===== src/rtl/uart_dbg_pkg.sv =====
// Shared definitions for the UART debug sequencer: FSM encoding,
// default command/header bytes and the frame length helper.
package uart_dbg_pkg;

    typedef enum logic [2:0] {
        S_IDLE   = 3'd0,
        S_DECODE = 3'd1,
        S_RUN    = 3'd2,
        S_STEP   = 3'd3,
        S_SEND   = 3'd4,
        S_GAP    = 3'd5
    } state_t;

    localparam logic [7:0] DEF_CMD_RUN  = 8'h63; // 'c'
    localparam logic [7:0] DEF_CMD_STEP = 8'h73; // 's'
    localparam logic [7:0] DEF_CMD_DUMP = 8'h64; // 'd'
    localparam logic [7:0] DEF_HDR_BYTE = 8'hA5;

    // Header byte + NWORDS 32-bit words + 32-bit cycle count.
    function automatic int unsigned frame_len(input int unsigned nwords);
        return 1 + 4 * nwords + 4;
    endfunction

endpackage


===== src/rtl/dbg_frame_mux.sv =====
// Byte selector for the dump frame: maps the frame index onto the
// header, the debug words (MSB first) or the cycle count (MSB first).
module dbg_frame_mux
    import uart_dbg_pkg::*;
#(
    parameter int unsigned NWORDS   = 32,
    parameter int unsigned ADDR_W   = 5,
    parameter int unsigned IDX_W    = 8,
    parameter logic [7:0]  HDR_BYTE = DEF_HDR_BYTE
) (
    input  logic              en_i,
    input  logic [IDX_W-1:0]  idx_i,
    input  logic [31:0]       dump_data_i,
    input  logic [31:0]       cyc_cnt_i,
    output logic [7:0]        w_data_o,
    output logic [ADDR_W-1:0] dump_addr_o
);

    localparam logic [IDX_W-1:0] WORD_END = IDX_W'(4 * NWORDS);
    localparam logic [IDX_W-1:0] CYC_BASE = IDX_W'(4 * NWORDS + 1);

    logic [IDX_W-1:0] off;
    logic [1:0]       cyc_b;

    // Select the frame byte for the current index; outputs rest at zero outside a frame.
    always_comb begin
        w_data_o    = '0;
        dump_addr_o = '0;
        off         = idx_i - IDX_W'(1);
        cyc_b       = 2'(idx_i - CYC_BASE);
        if (en_i) begin
            if (idx_i == '0) begin
                w_data_o = HDR_BYTE;
            end else if (idx_i <= WORD_END) begin
                dump_addr_o = ADDR_W'(off >> 2);
                // byte 0 of a word is bits 31:24, so shift by 8*(3-b)
                w_data_o    = 8'(dump_data_i >> {~off[1:0], 3'b000});
            end else begin
                w_data_o    = 8'(cyc_cnt_i >> {~cyc_b, 3'b000});
            end
        end
    end

endmodule


===== src/rtl/uart_dbg_ctrl.sv =====
// Debug-unit sequencer: pops a command byte from the UART RX FIFO, runs or
// single-steps the pipeline, then streams a dump frame into the TX FIFO.
module uart_dbg_ctrl
    import uart_dbg_pkg::*;
#(
    parameter int unsigned NWORDS   = 32,
    parameter int unsigned ADDR_W   = 5,
    parameter logic [7:0]  CMD_RUN  = DEF_CMD_RUN,
    parameter logic [7:0]  CMD_STEP = DEF_CMD_STEP,
    parameter logic [7:0]  CMD_DUMP = DEF_CMD_DUMP,
    parameter logic [7:0]  HDR_BYTE = DEF_HDR_BYTE
) (
    input  logic              clk,
    input  logic              rst,
    input  logic              rx_empty,
    input  logic [7:0]        r_data,
    output logic              rd_uart,
    input  logic              tx_full,
    output logic [7:0]        w_data,
    output logic              wr_uart,
    input  logic              halted,
    output logic              pipe_en,
    output logic [ADDR_W-1:0] dump_addr,
    input  logic [31:0]       dump_data,
    output logic              busy
);

    localparam int unsigned      TOTAL    = frame_len(NWORDS);
    localparam int unsigned      IDX_W    = $clog2(TOTAL);
    localparam logic [IDX_W-1:0] IDX_LAST = IDX_W'(TOTAL - 1);

    state_t           state_q, state_d;
    logic [7:0]       cmd_q, cmd_d;
    logic [IDX_W-1:0] idx_q, idx_d;
    logic [31:0]      cyc_q, cyc_d;
    logic             live_q;
    logic             frame_en;

    // State, command, frame index and cycle counter registers.
    always_ff @(posedge clk or posedge rst) begin
        if (rst) begin
            state_q <= S_IDLE;
            cmd_q   <= '0;
            idx_q   <= '0;
            cyc_q   <= '0;
        end else begin
            state_q <= state_d;
            cmd_q   <= cmd_d;
            idx_q   <= idx_d;
            cyc_q   <= cyc_d;
        end
    end

    // Arms the RX pop one clock after reset so rd_uart stays quiet while
    // reset is held, even with bytes already waiting in the RX FIFO.
    always_ff @(posedge clk or posedge rst) begin
        if (rst) begin
            live_q <= 1'b0;
        end else begin
            live_q <= 1'b1;
        end
    end

    // Next-state logic, FIFO handshakes, pipeline enable and cycle count.
    always_comb begin
        state_d = state_q;
        cmd_d   = cmd_q;
        idx_d   = idx_q;
        cyc_d   = cyc_q;
        rd_uart = 1'b0;
        wr_uart = 1'b0;
        pipe_en = 1'b0;
        case (state_q)
            S_IDLE: begin
                if (!rx_empty && live_q) begin
                    rd_uart = 1'b1;
                    cmd_d   = r_data;
                    state_d = S_DECODE;
                end
            end
            S_DECODE: begin
                if (cmd_q == CMD_RUN) begin
                    state_d = S_RUN;
                end else if (cmd_q == CMD_STEP) begin
                    state_d = S_STEP;
                end else if (cmd_q == CMD_DUMP) begin
                    idx_d   = '0;
                    state_d = S_SEND;
                end else begin
                    state_d = S_IDLE;
                end
            end
            S_RUN: begin
                pipe_en = ~halted;
                if (halted) begin
                    idx_d   = '0;
                    state_d = S_SEND;
                end
            end
            S_STEP: begin
                pipe_en = ~halted;
                idx_d   = '0;
                state_d = S_SEND;
            end
            S_SEND: begin
                if (!tx_full) begin
                    wr_uart = 1'b1;
                    state_d = S_GAP;
                end
            end
            S_GAP: begin
                // one idle cycle lets the FIFO full flag catch up with the last push
                if (idx_q == IDX_LAST) begin
                    state_d = S_IDLE;
                end else begin
                    idx_d   = idx_q + IDX_W'(1);
                    state_d = S_SEND;
                end
            end
            default: begin
                state_d = S_IDLE;
            end
        endcase
        if (pipe_en && (cyc_q != '1)) begin
            cyc_d = cyc_q + 32'd1;
        end
    end

    assign busy     = (state_q != S_IDLE);
    assign frame_en = (state_q == S_SEND) || (state_q == S_GAP);

    dbg_frame_mux #(
        .NWORDS   (NWORDS),
        .ADDR_W   (ADDR_W),
        .IDX_W    (IDX_W),
        .HDR_BYTE (HDR_BYTE)
    ) u_frame_mux (
        .en_i        (frame_en),
        .idx_i       (idx_q),
        .dump_data_i (dump_data),
        .cyc_cnt_i   (cyc_q),
        .w_data_o    (w_data),
        .dump_addr_o (dump_addr)
    );

endmodule


===== config.mk =====
export PLATFORM = sky130hd
export DESIGN_NAME = uart_dbg_ctrl
export DESIGN_NICKNAME = d
export VERILOG_FILES = /design/src/rtl/uart_dbg_pkg.sv /design/src/rtl/dbg_frame_mux.sv /design/src/rtl/uart_dbg_ctrl.sv
export SDC_FILE = /design/constraint.sdc
export NUM_CORES = 1
export LEC_CHECK = 0
export BUFFER_PORTS_ARGS = -buffer_cell sky130_fd_sc_hd__buf_2
export CAP_MARGIN = 15
export CORE_ASPECT_RATIO = 2
export CORE_MARGIN = 1
export CORE_UTILIZATION = 35
export CTS_CLUSTER_DIAMETER = 200
export CTS_CLUSTER_SIZE = 12
export DETAILED_ROUTE_END_ITERATION = 16
export PLACE_DENSITY = 0.55
export SYNTH_ARGS = -nofsm -noshare
export SYNTH_HDL_FRONTEND = slang
export SYNTH_HIERARCHICAL = 1
export SYNTH_SLANG_ARGS = --single-unit

===== constraint.sdc =====
create_clock -name clk -period 2.8 [get_ports clk]
set_input_delay 0.42 -clock clk [delete_from_list [all_inputs] [get_ports clk]]
set_output_delay 0.42 -clock clk [all_outputs]
set_load 0.05 [all_outputs]

==> run summary, run 1 <==
Status - completed
Die width - 72.5 um
Vias per cell - 5.55
Initial DRT Pass Iterations - 4
Setup slack on the worst flop-to-flop path - 0.22 ns
CP Data Arrival Time - 2.30 ns
Startpoint Class - flip-flop
Ys async rst share - 100%
H-tree levels - 2
Syn. warnings - 6
Area growth, synth to finish - 22.3%
Diode count - 0
Initial antenna violation count - 0
Sequential fraction of the synthesis area - 37.5%
Critical Path End Type - output pin
Total track usage - 19.6%
Top-count cell post-synth - dfrtp_1
IO Pins - 62
Clk pin slew, worst setup/hold paths - 0.07 ns
Setup violators final - 0
Port Buffers - 61
Height of the die - 143 um
Share of cells above drive strength 1 - 29.8%
TritonCTS buffer count - 5
WL per Instance - 17.6 um
Syn Inst Count - 348
Peak VDD IR - 0.257 mV
Die area - 0.0104 mm2
1st-iter DRT viols - 155
Post-synth net total - 398
Max Cap Viol - 0
Post-DRT Antenna Nets - 0
Pwr Total - 3.12 mW
Worst slew margin - 54.5%
Yosys cell types - 60
Worst-margin pin slew - 0.683 ns
Number of synthesized register bits - 52
Top-area cell type share of the netlist area - 37.5%
Aggregate global routing overflow - 0
Filler Cell Count - 971
R2R cell count - 8
RR Startpoint - idx_q[0]
PostCTS Resize Cnt - 3
Root Driver - clkbuf_16
Synth area leader - dfrtp_1
Routed vias - 3056
Non-Filler Instances - 551
Worst EP required - 2.38 ns
# hold bufs at CTS - 0
Max Clk Rate - 0.368 GHz
Residual DRC count - 0
Post-route minimum period - 2.72 ns
Gp weighted congestion - 0.816
Synthesized area per cell - 9.98 um2
Placed insts - 543
Nets@finish - 468
Detail Placement HPWL - 7.55 mm
Post-CTS setup repair buffer count - 0
Largest net degree at the start of global routing - 53
Clock sinks - 52
Clock tree buffer depth - 2
Worst skew pair latency - 0.30 ns
Total Wirelength - 9.68 mm
Initial core utilization - 35.8%
Hold crit path type - in -> async
Row count - 51
Top cells by instance count after synthesis - dfrtp_1 (52), nand2_1 (46), xnor2_1 (22)
RSZ-0062 raised after global routing - false
Clock Skew - 0.00399 ns
Total core area - 0.00970 mm2
Final Max Tran Viols - 0
CTS tree - done
Worst reg2reg endpoint - idx_q[3]
Number of synthesized flops with an enable pin - 0
Type of the worst setup path - reg -> out
Top post-synthesis cells by area - dfrtp_1 (37%), mux4_1 (6.0%), xnor2_1 (5.5%), mux4_2 (5.2%), nand2_1 (5.0%)
CP max FO - 11
Vias in the first global route - 3138
Synth Cell Area - 0.00347 mm2
Most used DFF post-synth - dfrtp_1
First-pass GRT wire length - 15.2 mm
Cell Pwr Density - 734 mW/mm2
Final period util - 97.0%
Final hold vios - 0
Lkg Pwr - 1.83 nW
routing by layer:
metal  global-route usage [%]  up-vias  routed length (um)
met5                        0        -                   0
met4                     14.1        0                 520
li1                         -     1443                   -
met2                     37.1       63                5620
met3                     2.47       28                 230
met1                     18.4     1522                3300
report_power, final:
group	switching, mW	leakage, nW	internal (mW)
Sequential	0.199	0.683	0.881
Combinational	0.820	1.08	0.592
Clock	0.296	0.0660	0.333
through the flow:
stage	hold WS [ns]	TNS (ns)	utilization, %	setup slack, ns	cell area, um2
after floorplan	0.437	-0.519	-	-0.129	3550
after global placement	0.452	0	41.9	0.231	4060
after detailed placement	0.462	0	41.9	0.236	4060
after CTS	0.299	0	43.5	0.00425	4220
after global routing	0.306	0	43.8	0.000132	4250
final	0.300	0	43.8	0.0829	4250
layout by cell type, fill, tap and decap left out, types with 3 or more instances in the layout:
cell type and instances:
a211oi_1 4, a211oi_2 3, a211oi_4 4, a221o_1 4
and2_1 3, and3_1 7, and4_1 9, buf_2 59
buf_4 18, clkbuf_16 5, dfrtp_1 51, ha_1 4
inv_1 14, mux2_2 3, mux4_1 8, mux4_2 8
nand2_1 46, nand2b_1 3, nand3_1 14, nand4_1 19
nor2_1 19, nor3_1 5, nor3b_1 3, nor4_1 4
o21ai_0 17, o31ai_1 4, or4_4 3, xnor2_1 22
xor2_1 8
worst max path at each step:
stage,from,endpoint,cells past startpoint
after CTS,idx_q[3],w_data[2],5
after global routing,idx_q[0],idx_q[4],8
after global placement,idx_q[0],w_data[2],7
final,idx_q[0],w_data[5],5
after floorplan,idx_q[0],dump_addr[1],8
after detailed placement,idx_q[0],w_data[2],7
cell type report:
| class | count | area [um2] | area share [%] |
|---|---|---|---|
| timing repair buffer | 78 | 438 | 10.3 |
| clock inverter | 3 | 23.8 | 0.559 |
| multi-input combinational | 264 | 2130 | 50.2 |
| clock buffer | 5 | 125 | 2.94 |
| sequential | 52 | 1300 | 30.6 |
| inverter | 17 | 63.8 | 1.50 |
| tap | 132 | 165 | 3.89 |
worst max-delay path, stage by stage (launching register included):
cell	delay, ns
dfrtp_1	0.40
buf_4	0.25
mux4_1	0.63
a211oi_1	0.40
a211oi_4	0.07
buf_2	0.24
state kept, by name, indices dropped and copies added (netlist names):
signal and count:
cmd_q 8, cyc_q 32, idx_q 8, live_q 1
state_q 3
kinds of logic (layout without fill, tap and decap cells):
logic type | Yosys count | after routing | synth area share (%)
and+or+nand+nor | 151 | 151 | 24.1
xor gates and xnor gates | 30 | 30 | 7.56
DFF | 52 | 52 | 37.5
AOI/OAI and AO/OA | 57 | 57 | 12.2
adders and majority gates | 5 | 5 | 1.80
other | 1 | 1 | 0.108
buffers and inverters | 32 | 103 | 4.32
muxes | 20 | 20 | 12.5
Power figures use the tool's default switching activity.
==> run 2: changes to the inputs <==
clock period = 3.28 ns   (was 2.8 ns; I/O delays follow)
==> run 2 against run 1 <==
Net effect: sequential share of layout area rose by 1.1 points; worst hold slack improved by 0.027 ns; cell count fell by 1.6%; worst setup slack improved by 0.17 ns; global-route usage rose by 0.93 points; core utilization fell by 1.6 points; register-to-register slack improved by 0.50 ns; clock power fell by 15%; power fell by 19%.
==> run summary, run 2 (synthesis gave the netlist of run 1 again) <==
Crit path largest cell delay - 0.68 ns (+0.05 ns)
Final period util - 92.2%
Hold crit path type - in -> async
Non-Filler Instances - 542 (-1.6%)
Worst slew margin - 47.1% (-7.4 points)
Root Driver - clkbuf_16
Reg with most FFs - cyc_q
Worst skew pair latency - 0.30 ns (about the same)
IO Pins - 62 (unchanged)
Peak VDD IR - 0.319 mV (+24%)
Post-CTS setup repair buffer count - 0 (unchanged)
Most frequent cells in the layout - buf_2 (61), dfrtp_1 (52), nand2_1 (46)
Post-route minimum period - 3.02 ns
Clock tree buffer depth - 2 (unchanged)
Hold_ws - 0.327 ns (+0.0270 ns)
DP Area - 0.00395 mm2 (-2.8%)
1st-iter DRT viols - 286 (+85%)
Largest regs - cyc_q: 32 flops, cmd_q: 8 flops, idx_q: 8 flops
Final Max Tran Viols - 0 (unchanged)
Gp weighted congestion - 0.812 (-0.42%)
Initial antenna violation count - 0 (unchanged)
Post-route cell area - 0.00409 mm2 (-3.7%)
PostCTS Resize Cnt - 0 (-3)
First-pass GRT wire length - 15.9 mm (+4.5%)
Max Cap Viol - 0 (unchanged)
Total Wirelength - 9.86 mm (+1.9%)
CP Data Arrival Time - 2.53 ns (+0.23 ns)
Vias in the first global route - 3107 (-0.99%)
Nets@finish - 459 (-1.9%)
Largest net degree at the start of global routing - 36 (-32%)
Initial core utilization - 35.8% (unchanged)
Max reg flops - 32 (unchanged)
TritonCTS buffer count - 5 (unchanged)
Initial DRT Pass Iterations - 4 (unchanged)
Detail Placement HPWL - 7.54 mm (-0.24%)
# hold bufs at CTS - 0 (unchanged)
Status - completed
Row count - 51 (unchanged)
Vias per cell - 5.64 (+1.7%)
Setup violators final - 0 (unchanged)
Share of cells above drive strength 1 - 25.9% (-4.0 points)
Placed insts - 534 (-1.7%)
Startpoint Class - flip-flop
Clock Skew - 0.00562 ns (+0.00163 ns)
Total track usage - 20.5% (+0.93 points)
Aggregate global routing overflow - 0 (unchanged)
Max Clk Rate - 0.331 GHz
Worst EP required - 2.79 ns (+0.41 ns)
Clk pin slew, worst setup/hold paths - 0.07 ns (about the same)
Lkg Pwr - 1.79 nW (-2.1%)
Area growth, synth to finish - 17.8%
Type of the worst setup path - reg -> out
H-tree levels - 2 (unchanged)
Worst path slowest cell - ha_1
Worst-path cell chain - inv_1 > ha_1 > mux4_1 > o41ai_1 > a211oi_2 > buf_2
WL per Instance - 18.2 um (+3.6%)
Clock sinks - 52 (unchanged)
Height of the die - 143 um (unchanged)
RSZ-0062 raised after global routing - false
Die width - 72.5 um (unchanged)
CP max FO - 16 (+5)
Die area - 0.0104 mm2 (unchanged)
Worst-margin pin slew - 0.786 ns (+0.103 ns)
Commonest non-fill, non-tap cell in the layout - buf_2
Diode count - 0 (unchanged)
CTS tree - done
Routed vias - 3058 (+0.065%)
Residual DRC count - 0 (unchanged)
Port Buffers - 61 (unchanged)
Cell Pwr Density - 617 mW/mm2 (-16%)
Critical Path End Type - output pin
Total core area - 0.00970 mm2 (unchanged)
Final hold vios - 0 (unchanged)
Post-DRT Antenna Nets - 0 (unchanged)
Pwr Total - 2.52 mW (-19%)
run 2: through the flow:
step / setup TNS, ns / utilization, % / setup WS (ns)
after global placement: 0 / 40.7 / 0.660
after floorplan: -0.229 / - / -0.114
after detailed placement: 0 / 40.7 / 0.612
after CTS: 0 / 42.2 / 0.277
after global routing: 0 / 42.2 / 0.118
final: 0 / 42.2 / 0.256
run 2: worst paths after layout:
check | from | to | slack [ns] | depth (start not counted)
min reg2reg | cmd_q[3] | cmd_q[3] | 0.48 | 2
min | rst | cyc_q[11] | 0.33 | 2
min in group clk | r_data[2] | cmd_q[2] | 0.38 | 3
max in group asynchronous | rst | cyc_q[4] | 2.19 | 3
max | idx_q[0] | w_data[2] | 0.26 | 6
max reg2reg | idx_q[0] | idx_q[4] | 0.72 | 8
run 2: where the power goes:
part	internal (mW)	switching (mW)	total [mW]
combinational	0.427	0.620	1.05
sequential	0.750	0.188	0.939
clock	0.286	0.251	0.537
total	1.46	1.06	2.52
run 2: final cells by class:
| class | instances | area, um2 |
|---|---|---|
| timing repair buffer | 69 | 365 |
| inverter | 17 | 63.8 |
| clock buffer | 5 | 125 |
| tap | 132 | 165 |
| multi-input combinational | 264 | 2050 |
| fill | 1013 | 5610 |
| sequential | 52 | 1300 |
| clock inverter | 3 | 22.5 |
run 2: critical path: cells and delay by family (launching register included):
kind | cells | cell delay [ns]
AOI/OAI and AO/OA | 2 | 0.49
muxes | 1 | 0.42
buffers and inverters | 2 | 0.30
DFF | 1 | 0.35
adders and majority gates | 1 | 0.68
run 2: routing by layer:
metal	GRT usage [%]	wire (um)
met1	21.5	3500
met2	36.7	5460
met3	2.82	261
met4	14.0	641
met5	0	0
